--- src/rtl/query_row_dbuf.sv ---
// Ping-pong row store for query patch data: one bank fills from the stream
// while the other is randomly readable; banks swap after DEPTH writes.
module query_row_dbuf #(
  parameter int DATA_WIDTH = 11,
  parameter int ADDR_WIDTH = 7,
  parameter int DEPTH      = 128
) (
  input  logic                  clk,
  input  logic                  rst_n,
  input  logic                  fsm_enable,
  input  logic                  sender_enable,
  input  logic [DATA_WIDTH-1:0] sender_data,
  input  logic                  ren,
  input  logic [ADDR_WIDTH-1:0] radr,
  output logic [DATA_WIDTH-1:0] receiver_data
);

  localparam logic [ADDR_WIDTH-1:0] WPTR_LAST = ADDR_WIDTH'(DEPTH - 1);
  localparam logic [31:0]           DEPTH_W   = 32'(DEPTH);

  logic [DATA_WIDTH-1:0] mem0 [DEPTH];
  logic [DATA_WIDTH-1:0] mem1 [DEPTH];

  logic                  wsel;
  logic [ADDR_WIDTH-1:0] wptr;
  logic                  wr_en;
  logic                  radr_ok;
  logic [DATA_WIDTH-1:0] rd_word;

  assign wr_en   = fsm_enable && sender_enable;
  assign radr_ok = 32'(radr) < DEPTH_W;

  // Write-side state: the last word of a bank toggles wsel on the same edge
  // it is stored, so the next write lands at address 0 of the other bank.
  always_ff @(posedge clk or negedge rst_n) begin
    if (!rst_n) begin
      wsel <= 1'b0;
      wptr <= '0;
    end else if (wr_en) begin
      if (wptr == WPTR_LAST) begin
        wptr <= '0;
        wsel <= ~wsel;
      end else begin
        wptr <= wptr + 1'b1;
      end
    end
  end

  // Bank storage is deliberately not reset.
  always_ff @(posedge clk) begin
    if (wr_en) begin
      if (wsel) mem1[wptr] <= sender_data;
      else      mem0[wptr] <= sender_data;
    end
  end

  always_comb begin
    rd_word = '0;
    if (radr_ok) rd_word = wsel ? mem0[radr] : mem1[radr];
  end

  always_ff @(posedge clk or negedge rst_n) begin
    if (!rst_n)   receiver_data <= '0;
    else if (ren) receiver_data <= rd_word;
  end

endmodule

--- config.mk ---
export PLATFORM = sky130hd
export DESIGN_NAME = query_row_dbuf
export DESIGN_NICKNAME = d
export VERILOG_FILES = /design/src/rtl/query_row_dbuf.sv
export SDC_FILE = /design/constraint.sdc
export NUM_CORES = 2
export LEC_CHECK = 0
export CAP_MARGIN = 20
export CORE_AREA = 2 2 515 517
export CTS_CLUSTER_DIAMETER = 150
export DETAILED_ROUTE_END_ITERATION = 7
export DIE_AREA = 0 0 517 519
export SETUP_SLACK_MARGIN = 0.02
export SKIP_CTS_REPAIR_TIMING = 1
export SLEW_MARGIN = 25
export SYNTH_ARGS = -nofsm -noshare
export SYNTH_HDL_FRONTEND = slang
export SYNTH_SLANG_ARGS = --single-unit
--- constraint.sdc ---
create_clock -name clk -period 3.65 [get_ports clk]
set_clock_uncertainty 0.1 [all_clocks]
set_input_delay 0.5475 -clock clk [delete_from_list [all_inputs] [get_ports clk]]
set_output_delay 0.5475 -clock clk [all_outputs]
set_load 0.02 [all_outputs]
==> impl_metrics.tcl <==
set metrics [dict create \
    combinationalPowerShare_pct 6.1 \
    drt_wl_total_um 313000 \
    power.switching_w 0.01517 \
    min-delay-start "sender_data[1]" \
    critical_path_class "in -> reg" \
    vdd.ir_drop.worst_uv 564.7 \
    antenna_found_initial 20 \
    area_growth_pct 17.40 \
    rrSetupSlack_ns 0.64 \
    synthCells 5466 \
    cp_max_fo 5 \
    synth_most_common_cell "edfxtp_1" \
    setup_violations 0 \
    port-buffer-count 33 \
    ys_warn_count 0 \
    cts_made_buffers 304 \
    grt_pass1_wl_um 442100 \
    clkTransAtPathRegs_ns 0.06 \
    dr.pass1.iters 5 \
    grt_overflow 0 \
    min_period_ns 3.337 \
    die_w_um 517 \
    synth_cell_types 62 \
    yosys.area.top_type_share_pct 76.96 \
    yosys-top-cells-count "2816 x edfxtp_1, 593 x mux2i_1, 416 x mux4_2" \
    critPathBufInv 4 \
    fmax_mhz 299.7 \
    hp-class "in -> reg" \
    p_seq_share_pct 51.9 \
    drc 0 \
    synth_edf_count 2816 \
    grt_use_met1_pct 33.09 \
    cts_tree "done" \
    nets 6273 \
    whs_ns 0.005349 \
    clk_latency_ns 0.95 \
    power_density_mw_per_mm2 538.7 \
    max_stage_delay_ns 0.78 \
    pwr-share-clk_pct 42.0 \
    worst_path_dominant_cell_family "compound AO/OA/AOI/OAI gates" \
    dp.cells 9472 \
    dieArea_mm2 0.2683 \
    synthTopCellsByArea "edfxtp_1 77%, mux4_2 8.5%, mux2i_1 5.4%, nor2_1 0.95%, o22ai_1 0.92%" \
    internal_power_w 0.05433 \
    cp_data_arrival_time_ns 4.02 \
    r2r-start "mem0[50][2]$_DFFE_PP_" \
    syn_nets 5490 \
    netlist_area_mm2 0.1099 \
    synth-seq-cells 2835 \
    max_slew_margin_pct 22.66 \
    drv_cap 0 \
    gp_congestion 0.8944 \
    path_common_cell "buf_4" \
    start_kind "primary input" \
    cts_num_sinks 2835 \
    fin_cells 9999 \
    cts_max_level 5 \
    grt_usage_pct 23.16 \
    maxSlewViolCount 0 \
    leakagePower_nw 42.63 \
    swShare_pct 21.82 \
    reg2reg_depth 9 \
    dpl-instance-area_mm2 0.1197 \
    cts.path.max_buffers 4 \
    finalCritPeriodShare_pct 91.43 \
    viasPerCell 5.892 \
    nFillCells 21462 \
    routedWlPerCell_um 31.30 \
    rsz0062_at_grt "no" \
    vias 58912 \
    final_util_pct 48.97 \
    rows 189 \
    die_h_um 519 \
    synth_sequential_area_ratio_pct 77.39 \
    hold_end "mem1[111][1]$_DFFE_PP_" \
    regArea_mm2 0.08504 \
    grt_max_degree 136 \
    end_kind "register" \
    start_util_pct 41.71 \
    drive_gt1_share_pct 25.13 \
    io_pins 34 \
    cts_root_buffer "clkbuf_16" \
    outcome "complete, no violations" \
    timing.critical_path.cells "clkdlybuf4s50_1 > inv_1 > buf_4 > nand2_1 > buf_4 > nor3_1 > a31oi_1 > o21ai_0 > or3_1 > o311ai_1" \
    cp.required_ns 4.34 \
    rr_endpoint "receiver_data[2]$_DFFE_PN0P_" \
    drt-initial-drc-count 7373 \
    dp_hpwl_um 200900 \
    whs_path_depth 1 \
    crit_slowest_cell "o21ai_0" \
    synthArstFlopShare_pct 0.6702 \
    hold_violations 0 \
    coreArea_mm2 0.2634 \
    grtUsageMet2_pct 36.21 \
    grtUsageMet3_pct 4.110 \
    top_usage_layer "met2" \
    grt_pass1_vias 57940 \
    synth_area_per_cell_um2 20.10 \
    drtAntennaViolNets 0 \
    multi_input_area_mm2 0.02286 \
    worstMarginPinSlew_ns 1.156 \
    fin_area_mm2 0.1290 \
    yosysTopAreaCell "edfxtp_1" \
    synth_ff_type "edfxtp_1" \
]
worst register-to-register path: stages (launching register included):
cell and delay, ns:
edfxtp_1 0.38, mux4_2 0.47, nand2_1 0.09, a21oi_1 0.10
a2111oi_0 0.73, buf_4 0.23, a2111oi_1 0.10, buf_4 0.19
and4b_1 0.23, a311o_1 0.29
cell families after synthesis:
group	count (synthesis)	synth area share (%)
buffers and inverters	340	1.872
AND/OR/NAND/NOR	570	2.246
flip-flops	2835	77.39
AO/OA/AOI/OAI	704	4.488
XOR/XNOR	4	0.03189
multiplexers	1012	13.96
adder cells (fa/ha/maj)	1	0.01139
state kept, by name, indices dropped and copies added (netlist names):
| signal | flops |
|---|---|
| wptr | 7 |
| mem0 | 1408 |
| mem1 | 1408 |
| receiver_data | 11 |
| wsel | 1 |
layout make-up:
| type | count | area share, % |
|---|---|---|
| diodes | 4 | 0.007759 |
| inverters | 5 | 0.01843 |
| clock buffers | 387 | 6.220 |
| repair buffers | 812 | 5.746 |
| well taps | 3533 | 3.427 |
| multi-input cells | 2291 | 17.72 |
| clock inverters | 132 | 0.9369 |
| flip-flops and latches | 2835 | 65.92 |
worst max-delay path by stage:
stage	from	to	slack, ns	cells past startpoint
2_1_floorplan	radr[0]	receiver_data[0]$_DFFE_PN0P_	0.89	10
3_3_place_gp	radr[0]	receiver_data[10]$_DFFE_PN0P_	-0.61	11
6_report	radr[6]	receiver_data[1]$_DFFE_PN0P_	0.31	10
3_5_place_dp	radr[3]	receiver_data[1]$_DFFE_PN0P_	-0.57	10
4_1_cts	radr[3]	receiver_data[1]$_DFFE_PN0P_	0.42	10
5_1_grt	radr[6]	receiver_data[1]$_DFFE_PN0P_	0.40	9
power by group through the flow:
stage          combinational [W]  clock (W)  sequential (W)
2_1_floorplan            0.00190          0          0.0367
4_1_cts                  0.00425     0.0296          0.0361
6_report                 0.00426     0.0292          0.0361
5_1_grt                  0.00442     0.0308          0.0360
3_3_place_gp             0.00419          0          0.0367
3_5_place_dp             0.00424          0          0.0367
cell usage in the layout, fill, tap and decap left out, drive strengths merged, types with 4 or more instances in the layout:
cell	synthesis	layout
a311oi	6	6
mux2i	593	593
o31ai	6	6
o21a	13	13
nand3b	6	6
clkinvlp	0	6
mux4	416	416
a22o	4	4
clkdlybuf4s50	0	18
edfxtp	2816	2816
inv	4	12
or4	8	8
diode	0	4
o22ai	162	162
dlygate4sd3	0	4
o221ai	78	78
a211oi	47	47
buf	194	787
a31oi	13	13
a221oi	54	54
clkbuf	141	390
nand3	36	36
a22oi	83	83
a21oi	96	96
nor3	38	38
nand4	6	6
nor2	280	280
o21ai	72	72
nand2b	5	5
a2111oi	28	28
nand2	140	140
dfrtp	19	19
and2	9	9
clkinv	1	98
a211o	28	28
nor4	13	13
or3	5	5
bufinv	0	21
nor2b	13	13
metal layers:
| layer | wire length, um | part of all wire (%) |
|---|---|---|
| met5 | 83 | 0.027 |
| met4 | 10470 | 3.3 |
| met3 | 27510 | 8.8 |
| met2 | 147500 | 47 |
| met1 | 127400 | 41 |
per-stage QoR:
step                      power (W)  setup TNS, ns  worst slack (ns)
after detailed placement    0.04098         -3.346           -0.5725
final                       0.06950              0            0.3129
after CTS                   0.06989              0            0.4224
after global routing        0.07129              0            0.4009
after global placement      0.04092         -4.173           -0.6056
after floorplan             0.03859              0            0.8931
No activity file was read; power rests on OpenSTA's default activity.
